`src/rtl/mem_pkg.sv`:
```
// Shared encodings for the memory access controller: request ops, FSM states,
// default timeout, and the request legality rule.
package mem_pkg;

   localparam int MAX_WAIT_DEF = 15;

   typedef enum logic [2:0] {
      OP_WORD   = 3'b000,
      OP_BYTE_S = 3'b001,
      OP_HALF_S = 3'b010,
      OP_BYTE_U = 3'b011,
      OP_HALF_U = 3'b100
   } op_e;

   typedef enum logic [1:0] {
      ST_IDLE   = 2'b00,
      ST_ACCESS = 2'b01,
      ST_DONE   = 2'b10
   } state_e;

   // Unaligned word/half addresses and the unused op codes are both rejected.
   function automatic logic is_illegal(input logic [2:0] op, input logic [1:0] lo);
      logic bad;
      case (op_e'(op))
         OP_WORD:              bad = (lo != 2'b00);
         OP_HALF_S, OP_HALF_U: bad = lo[0];
         OP_BYTE_S, OP_BYTE_U: bad = 1'b0;
         default:              bad = 1'b1;
      endcase
      return bad;
   endfunction

endpackage

```
`src/rtl/load_extend.sv`:
```
// Picks the addressed byte/half lane out of a memory word and sign- or
// zero-extends it according to the load op.
module load_extend
   import mem_pkg::*;
(
   input  logic [2:0]  op,
   input  logic [1:0]  lane,
   input  logic [31:0] data,
   output logic [31:0] ext
);

   logic [7:0]  byte_v;
   logic [15:0] half_v;

   always_comb begin
      byte_v = data[{lane, 3'b000} +: 8];
      half_v = lane[1] ? data[31:16] : data[15:0];
      case (op_e'(op))
         OP_BYTE_S: ext = {{24{byte_v[7]}}, byte_v};
         OP_BYTE_U: ext = {24'h0, byte_v};
         OP_HALF_S: ext = {{16{half_v[15]}}, half_v};
         OP_HALF_U: ext = {16'h0, half_v};
         default:   ext = data;
      endcase
   end

endmodule

```
`src/rtl/mem_access_ctrl.sv`:
```
// MEM-stage load/store controller: accepts one request, holds the memory bus
// until ack or timeout, then reports a one-cycle completion.
//
// state  | meaning
// IDLE   | waiting for a legal request; misaligned ones are flagged and dropped
// ACCESS | mem_req held with stable bus fields until ack or wait timeout
// DONE   | one-cycle completion: rdata_valid, optional bus_err
module mem_access_ctrl
   import mem_pkg::*;
#(
   parameter int MAX_WAIT = MAX_WAIT_DEF
) (
   input  logic        clk,
   input  logic        reset,
   input  logic        req_valid,
   input  logic        req_write,
   input  logic [2:0]  req_op,
   input  logic [31:0] req_addr,
   input  logic [31:0] req_wdata,
   output logic        stall,
   output logic [31:0] rdata,
   output logic        rdata_valid,
   output logic        misalign,
   output logic        bus_err,
   output logic        mem_req,
   output logic        mem_we,
   output logic [3:0]  mem_be,
   output logic [31:0] mem_addr,
   output logic [31:0] mem_wdata,
   input  logic        mem_ack,
   input  logic [31:0] mem_rdata
);

   localparam int CW = $clog2(MAX_WAIT + 1);

   state_e        state, state_nxt;
   logic [CW-1:0] wait_cnt;
   logic [2:0]    op_q;
   logic [1:0]    lane_q;
   logic          timeout_q;
   logic          illegal;
   logic          accept;
   logic          ack_done;
   logic          timeout;
   logic [3:0]    be_nxt;
   logic [31:0]   wdata_nxt;
   logic [31:0]   load_val;

   assign illegal = is_illegal(req_op, req_addr[1:0]);

   always_ff @(posedge clk) begin
      if (reset) state <= ST_IDLE;
      else       state <= state_nxt;
   end

   always_comb begin
      state_nxt = state;
      accept    = 1'b0;
      ack_done  = 1'b0;
      timeout   = 1'b0;
      case (state)
         ST_IDLE: begin
            if (req_valid && !illegal) begin
               accept    = 1'b1;
               state_nxt = ST_ACCESS;
            end
         end
         ST_ACCESS: begin
            if (mem_ack) begin
               ack_done  = 1'b1;
               state_nxt = ST_DONE;
            end else if (wait_cnt == '0) begin
               timeout   = 1'b1;
               state_nxt = ST_DONE;
            end
         end
         ST_DONE: state_nxt = ST_IDLE;
         default: state_nxt = ST_IDLE;
      endcase
   end

   always_comb begin
      stall       = accept || (state == ST_ACCESS);
      misalign    = (state == ST_IDLE) && req_valid && illegal;
      rdata_valid = (state == ST_DONE);
      bus_err     = (state == ST_DONE) && timeout_q;
   end

   // Store lane steering; loads always read the full word.
   always_comb begin
      be_nxt    = 4'b1111;
      wdata_nxt = req_wdata;
      if (req_write) begin
         case (op_e'(req_op))
            OP_BYTE_S, OP_BYTE_U: begin
               be_nxt    = 4'b0001 << req_addr[1:0];
               wdata_nxt = {4{req_wdata[7:0]}};
            end
            OP_HALF_S, OP_HALF_U: begin
               be_nxt    = req_addr[1] ? 4'b1100 : 4'b0011;
               wdata_nxt = {2{req_wdata[15:0]}};
            end
            default: ;
         endcase
      end
   end

   load_extend u_load_extend (
      .op   (op_q),
      .lane (lane_q),
      .data (mem_rdata),
      .ext  (load_val)
   );

   always_ff @(posedge clk) begin
      if (reset) begin
         wait_cnt  <= '0;
         op_q      <= '0;
         lane_q    <= '0;
         timeout_q <= 1'b0;
         rdata     <= '0;
         mem_req   <= 1'b0;
         mem_we    <= 1'b0;
         mem_be    <= '0;
         mem_addr  <= '0;
         mem_wdata <= '0;
      end else begin
         if (accept) begin
            wait_cnt  <= CW'(MAX_WAIT - 1);
            op_q      <= req_op;
            lane_q    <= req_addr[1:0];
            timeout_q <= 1'b0;
            mem_req   <= 1'b1;
            mem_we    <= req_write;
            mem_be    <= be_nxt;
            mem_addr  <= {req_addr[31:2], 2'b00};
            mem_wdata <= wdata_nxt;
         end
         if (ack_done) begin
            mem_req <= 1'b0;
            rdata   <= mem_we ? 32'h0 : load_val;
         end else if (timeout) begin
            mem_req   <= 1'b0;
            rdata     <= 32'h0;
            timeout_q <= 1'b1;
         end else if (state == ST_ACCESS) begin
            wait_cnt <= wait_cnt - 1'b1;
         end
      end
   end

endmodule
```
`config.mk`:
```
export PLATFORM = sky130hd
export DESIGN_NAME = mem_access_ctrl
export DESIGN_NICKNAME = d
export VERILOG_FILES = /design/src/rtl/mem_pkg.sv /design/src/rtl/load_extend.sv /design/src/rtl/mem_access_ctrl.sv
export SDC_FILE = /design/constraint.sdc
export NUM_CORES = 1
export LEC_CHECK = 0
export CAP_MARGIN = 20
export CORE_MARGIN = 1
export CORE_UTILIZATION = 25
export DETAILED_ROUTE_END_ITERATION = 6
export PLACE_DENSITY = 0.54
export SLEW_MARGIN = 20
export SYNTH_ARGS = -nofsm -noshare
export SYNTH_HDL_FRONTEND = slang
export SYNTH_SLANG_ARGS = --single-unit
```
`constraint.sdc`:
```
create_clock -name clk -period 2.35 [get_ports clk]
set_input_delay 0.705 -clock clk [delete_from_list [all_inputs] [get_ports clk]]
set_output_delay 0.705 -clock clk [all_outputs]
set_load 0.01 [all_outputs]
```
==> PnR_summary.wiki <==
{| class="wikitable"
! Metric !! Value
|-
| Number of H-tree levels || 3
|-
| Total CTS buffers || 9
|-
| Fmax || 427 MHz
|-
| Largest net degree at the start of global routing || 80
|-
| Largest cells by area after synthesis || sky130_fd_sc_hd__dfxtp_1, sky130_fd_sc_hd__nand2_1, sky130_fd_sc_hd__a21oi_1
|-
| Detailed placement HPWL || 13200 um
|-
| Worst clock skew on the final layout || 0.0142 ns
|-
| Antenna violations before repair || 0
|-
| Core Footprint || 20500 um^2
|-
| Via total after detailed routing || 5436
|-
| Fraction of synthesized cell area in xor and xnor cells || 0.332%
|-
| Y dimension of the die || 147 um
|-
| Total clock sinks || 112
|-
| P per Cell Area || 614 nW/um^2
|-
| Final count of pins violating max slew || 0
|-
| Synth Register Bits || approximately 110
|-
| Most common cell after layout, fill and taps aside || sky130_fd_sc_hd__clkdlybuf4s50_1
|-
| Remaining DRCs || 0
|-
| Setup repair after global routing missed its margin || true
|-
| Number of diodes || 0
|-
| Smallest setup slack after layout || 0.00883 ns
|-
| TritonCTS clock tree || built
|-
| Final net count || between 900 and 1000
|-
| Count of flip-flops with a built-in enable after synthesis || 0
|-
| Launching element type of the critical path || primary input
|-
| Fraction of the mapped netlist area in adder cells || 0.237%
|-
| Maximum clock insertion buffer count || 2
|-
| Setup crit end kind || primary output
|-
| Post-DR wirelength/cell || roughly 16 um
|-
| Largest voltage drop on the vdd net || roughly 0.00039 V
|-
| Simple-gate share of the synthesized area || 21.2%
|-
| GRT Total Usage || 17.2%
|-
| Min Tclk post-route || 2.34 ns
|-
| PortBufs || between 200 and 250
|-
| Count of routing violations after the opening detailed-route iteration || 268
|-
| Cell area after synthesis || around 5300 um^2
|-
| Clock-pin slew on the worst setup and hold paths || 0.07 ns
|-
| Cells after Synth || 659
|-
| Iteration count of the initial detailed-routing pass || 5
|-
| Leading cell types in the layout, fill and taps excluded || sky130_fd_sc_hd__clkdlybuf4s50_1, sky130_fd_sc_hd__nand2_1, sky130_fd_sc_hd__dfxtp_1, sky130_fd_sc_hd__a21oi_1, sky130_fd_sc_hd__nor2_1
|-
| Worst setup path category || primary input to primary output
|-
| Die area || about 22000 um^2
|-
| Outcome || finished, final reports clean
|-
| Final setup violation count || 0
|-
| Final-report hold violation count || 0
|-
| Gpl congestion || 0.798
|-
| Synth async-reset ratio || 0%
|-
| Row count || 52
|-
| Die width || 147 um
|-
| Post-detailed-routing wire length || approximately 19000 um
|-
| Synthesized area per cell || 8.01 um^2
|-
| Cell taking the most area after synthesis || sky130_fd_sc_hd__dfxtp_1
|-
| Root buffer cell || sky130_fd_sc_hd__clkbuf_16
|-
| Aggregate global routing overflow || 0
|-
| Final Cycle Share || between 90% and 100%
|-
| Share of synthesized area occupied by flip-flops and latches || 42.5%
|-
| Portion of synthesized cell area occupied by the leading cell type || between 40% and 50%
|-
| Highest fanout seen on the critical path || 2
|-
| Worst reg2reg endpoint || mem_wdata[20]
|-
| R2r worst-path depth || 9
|-
| Compound-Gate Fraction of Synth Area || 24.7%
|-
| Initial core utilization || 25.8%
|-
| Ports placed on the boundary || 210
|-
| Post-detailed-route count of antenna-violating nets || 0
|-
| Class of the tightest hold or removal check || register to register
|-
| Fillers || 2144
|-
| Slew @ Worst Pin || 0.923 ns
|-
| Register-to-register setup slack || 0.40 ns
|-
| Worst hold path depth || 2
|-
| Global-route wire length before repair || 29500 um
|-
| Worst setup slack before clock tree synthesis || -0.759 ns
|-
| Synthesis Warnings || 0
|-
| Distinct cell type count of the synthesized netlist || 53
|-
| Largest family of logic cells by synthesized area || compound AO/OA/AOI/OAI gates
|-
| Syn-to-layout area delta || 55.2%
|-
| Mux cell area share after synthesis || 5.10%
|-
| Top FF cell, synth || sky130_fd_sc_hd__dfxtp_1
|-
| Data required, critical path || roughly 1.6 ns
|-
| Capture endpoint of the worst hold path || mem_addr[20]
|-
| Min-Delay Startpoint || mem_addr[20]
|-
| Relative slew slack || 38.5%
|-
| Clock latency reported for the late side of the worst-skew pair || ~0.37 ns
|-
| Via count of the first global-routing pass || 5346
|-
| Fraction of final layout cells with drive strength greater than 1 || 10.7%
|-
| Startpoint of the lowest-slack register-to-register path || state[0]
|-
| Leakage power total || slightly above 3 nW
|-
| Worst hold slack after final layout || 0.454 ns
|-
| Average vias per placed instance || 4.76
|-
| Number of maximum-capacitance constraint violations || 0
|-
| Arrival time of data at the critical path endpoint || around 1.6 ns
|}
metal layers:
layer | track usage, % | vias up | routed length, um
li1 | - | 2733 | -
met1 | 23.7 | 2523 | 8920
met2 | 26.1 | 161 | 8140
met3 | 4.32 | 19 | 1150
met4 | 5.77 | 0 | 336
met5 | 0 | - | 0
worst max-delay path: stages:
cell                            delay, ns
sky130_fd_sc_hd__dlygate4sd2_1       0.26
sky130_fd_sc_hd__buf_4               0.14
sky130_fd_sc_hd__o21ai_2             0.09
sky130_fd_sc_hd__nor2b_4             0.20
sky130_fd_sc_hd__nand2_2             0.07
sky130_fd_sc_hd__nand2_2             0.07
sky130_fd_sc_hd__buf_6               0.10
cells by family (layout without fill, tap and decap cells):
| group | after synthesis | in the layout |
|---|---|---|
| XOR/XNOR | 2 | 2 |
| multiplexers | 26 | 26 |
| buffers and inverters | 59 | 272 |
| AND/OR/NAND/NOR | 265 | 265 |
| flip-flops | 112 | 112 |
| adder cells (fa/ha/maj) | 1 | 1 |
| other | 1 | 2 |
| AO/OA/AOI/OAI | 193 | 193 |
layout make-up:
type / instances / area [um^2] / share of cell area (%)
Inverter: 7 / 26.3 / 0.321
Tap cell: 270 / 338 / 4.12
Clock inverter: 7 / 138 / 1.68
Clock buffer: 9 / 225 / 2.75
Timing Repair Buffer: 249 / 2460 / 30.1
Sequential cell: 112 / 2240 / 27.4
Multi-Input combinational cell: 489 / 2760 / 33.7
power by group:
group	switching, W	total, W	internal (W)
combinational	0.000503	0.00105	0.000550
clock	0.000834	0.00191	0.00107
sequential	0.0000686	0.00207	0.00200
total	0.00141	0.00503	0.00363
what timing repair did:
action | 4_1_cts | 5_1_grt
resized for setup | 23 | 4
buffers inserted | 1 | 1
hold buffers | 0 | 0
pin swaps | 3 | 1
hold endpoints to repair | 0 | 0
endpoints found under the setup margin | 5 | 3
stage by stage:
stage          total power [W]  util, %  TNS, ns  cell area (um^2)  instances
2_1_floorplan          0.00260        -        0              5280        660
3_3_place_gp           0.00316     38.1   -22.96              7810       1125
3_5_place_dp           0.00317     38.1   -23.18              7810       1125
4_1_cts                0.00510     40.0        0              8190       1142
5_1_grt                0.00528     40.0  -0.0124              8190       1143
6_report               0.00503     40.0        0              8190       1143
registers in the layout, indices dropped and copies added, names as in the netlist:
signal     cells
lane_q         2
wait_cnt       4
mem_addr      30
timeout_q      1
state          2
rdata         32
mem_be         4
mem_req        1
mem_wdata     32
op_q           3
mem_we         1
cell usage after synthesis, drive strengths merged, types with 2 or more instances:
master / n
inv: 7
mux2i: 19
a22o: 9
a211oi: 11
o21ai: 32
or3: 3
a21oi: 73
and3: 5
and2: 2
o22ai: 2
clkbuf: 22
a22oi: 15
nor3: 18
o22a: 5
a221oi: 11
a311oi: 8
nand3b: 2
nor2: 70
o211a: 5
mux2: 7
o31ai: 2
dfxtp: 112
nor2b: 8
nor3b: 3
buf: 30
nand3: 6
o211ai: 13
nand2: 145
how the worst max path moves through the flow:
stage                          from  endpoint  slack [ns]  cells after the start
final                     req_op[2]     stall       0.009                      7
after global routing      req_op[2]     stall       -0.01                      7
after CTS                 req_valid     stall       0.005                      6
after detailed placement  req_valid     stall       -0.76                      6
after global placement    req_op[1]     stall       -0.75                      6
after floorplan           req_valid     stall        0.02                      5
Note: power is estimated with default switching activity, not from simulation.
==> edit: new RTL, same flow settings <==
Change the package constant `MAX_WAIT_DEF` from 15 to 30.
--- a/src/rtl/mem_pkg.sv
+++ b/src/rtl/mem_pkg.sv
@@ -2,7 +2,7 @@
 // default timeout, and the request legality rule.
 package mem_pkg;
 
-   localparam int MAX_WAIT_DEF = 15;
+   localparam int MAX_WAIT_DEF = 30;
 
    typedef enum logic [2:0] {
       OP_WORD   = 3'b000,
Function: same outputs for any inputs over 4 cycles, from zero or initial values and one cycle with reset high; that may be too few to reach the edited logic, so the function may still have changed.
==> edit against the original RTL <==
  * Total power is 18% higher
  * Global-route usage up 0.16 points
  * Routed wire length down 6.4%
  * Final area grew 1.6%
  * Setup slack got worse by 0.11 ns
  * Synthesized area decreased by 4.9%
  * Critical path depth fell by 1
  * Non-clock buffer count increased by 10
  * The flow now finishes with violations (negative setup slack)
  * Sequential cell count increased by 1
  * Largest cell class unchanged
  * Clock skew shrank 0.0052 ns
==> edit: results (changes against the original RTL) <==
sequential share of the synthesized area: 0.4504 (+0.02568)
Final Setup Violations: 2 (+2)
top post-synthesis cells by count: 117 x nand2_1, 113 x dfxtp_1, 53 x nor2_1
final instance area: 8324 um2 (+1.6%)
dpl ws: -0.8575 ns (-0.09860 ns)
vias in the first global route: 4,905 (-8.2%)
RePlAce Congestion: 0.8395 (+5.2%)
Post-Synth XOR/XNOR Area: 0.005232 (+0.001913)
layout cells sized above 1: 0.1253 (+0.01877)
Total Routing Usage GR: 0.1739 (+0.001601)
min setup slack post-route: -0.1052 ns (-0.1140 ns)
failing checks: negative setup slack
Crit-path slowest cell: or4b_4
initial antenna violation count: 2 (+2)
peak supply drop: 0.5051 mV (+28%)
Clock Latency Late Sink: 0.41 ns (+0.04 ns)
DP Wirelength: 12.61 mm (-4.4%)
CTS buffer count: 17 (+8)
post-synthesis mux area share: 0.05456 (+0.003599)
status: complete, but fails checks
Fillers: 1,965 (-8.3%)
Placed Area: 7667 um2 (-1.9%)
Synth Area in Adders: 0.002491 (+0.0001211)
first-pass GRT wire length: 27.19 mm (-7.8%)
Yosys cell types: 55 (+3.8%)
top post-synthesis cells by area: dfxtp_1 45%, nand2_1 8.7%, a21oi_1 4.9%, mux2i_1 4.8%, nor2_1 4.0%
Hold Crit Class: reg -> reg
nets: 930 (-4.4%)
Final TNS setup: -0.1320 ns (-0.1320 ns)
P_leak: 3.087 nW (-1.0%)
largest net degree at the start of global routing: 55 (-31%)
slew margin rel.: 0.4906 (+0.1058)
CP arrival: 1.75 ns (+0.11 ns)
Crit path max-delay family: simple AND/OR/NAND/NOR gates
Largest stage delay, worst path: 0.55 ns (+0.29 ns)
Vias: 5,109 (-6.0%)
DR pass1 iterations: 4 (-1)
clock slew at the register clock pins of the worst setup and hold paths: 0.06 ns
H-tree Lvls: 4 (+1)
clk_skew: 0.009064 ns (-0.005153 ns)
Root Buffer: clkbuf_16
DRT iter0 DRCs: 298 (+11%)
Synth Area in Compound Gates: 0.2167 (-0.03071)
Wirelength per Cell: 15.73 um (-3.0%)
[edit: cell types whose count changed after synthesis, moves of 9 or more]
cell      change
a221o_1      +14
nor2_1       -17
a21oi_1      -23
a22o_1        -9
a211oi_1     +10
nand2_1      -28
a22oi_1      -14
[edit: what timing repair did]
item,4_1_cts,5_1_grt
pin swaps,3,2
gates resized for setup,34,5
setup buffers,1,0
endpoints found under the setup margin,61,8
[edit: worst paths after layout]
check                   end  cells past startpoint  slack, ns        start
setup / recovery      stall                      6      -0.11    req_op[2]
hold / removal    rdata[18]                      2       0.45    rdata[18]
setup reg to reg   rdata[0]                      8       0.40  wait_cnt[0]
hold reg to reg   rdata[18]                      2       0.45    rdata[18]
[edit: final cells by class]
cell class,count,area share
sequential,113,0.2718
clock buffer,20,0.05486
tap,265,0.03983
clock inverter,12,0.02194
timing repair buffer,259,0.3023
multi-input combinational,430,0.3072
inverter,4,0.001804
antenna,1,0.0003006
[edit: through the flow]
stage / hold slack [ns] / std cells
after CTS: 0.4531 / 1103
after global placement: 0.4339 / 1070
after global routing: 0.4672 / 1103
final: 0.4477 / 1104
after floorplan: 0.4378 / 597
after detailed placement: 0.4430 / 1070
[edit: power by group]
part,leakage [nW],switching [mW],internal (mW)
registers,0.922,0.0660,2.03
logic,1.86,0.484,0.555
clock network,0.302,0.959,1.83
total,3.09,1.51,4.42
[edit: tightest hold or removal path, cell delays in order (launching register included)]
cell	delay, ns
dfxtp_1	0.32
nand2_1	0.04
o21ai_0	0.05
[edit: cells by family (layout without fill, tap and decap cells)]
logic type / count (synthesis) / in the layout
fa+ha+maj: 1 / 1
other cells: 1 / 3
mux: 26 / 26
compound gates: 161 / 161
simple gates: 237 / 237
flops: 113 / 113
buf+inv: 54 / 295
xor+xnor: 3 / 3
[edit: per-layer routing]
metal | vias to the layer above | routed length, um | GRT usage
met1 | 2361 | 8125 | 0.2261
met2 | 157 | 7830 | 0.2741
met4 | 0 | 220 | 0.06327
met5 | - | 0 | 0
li1 | 2577 | - | -
met3 | 14 | 1190 | 0.04732
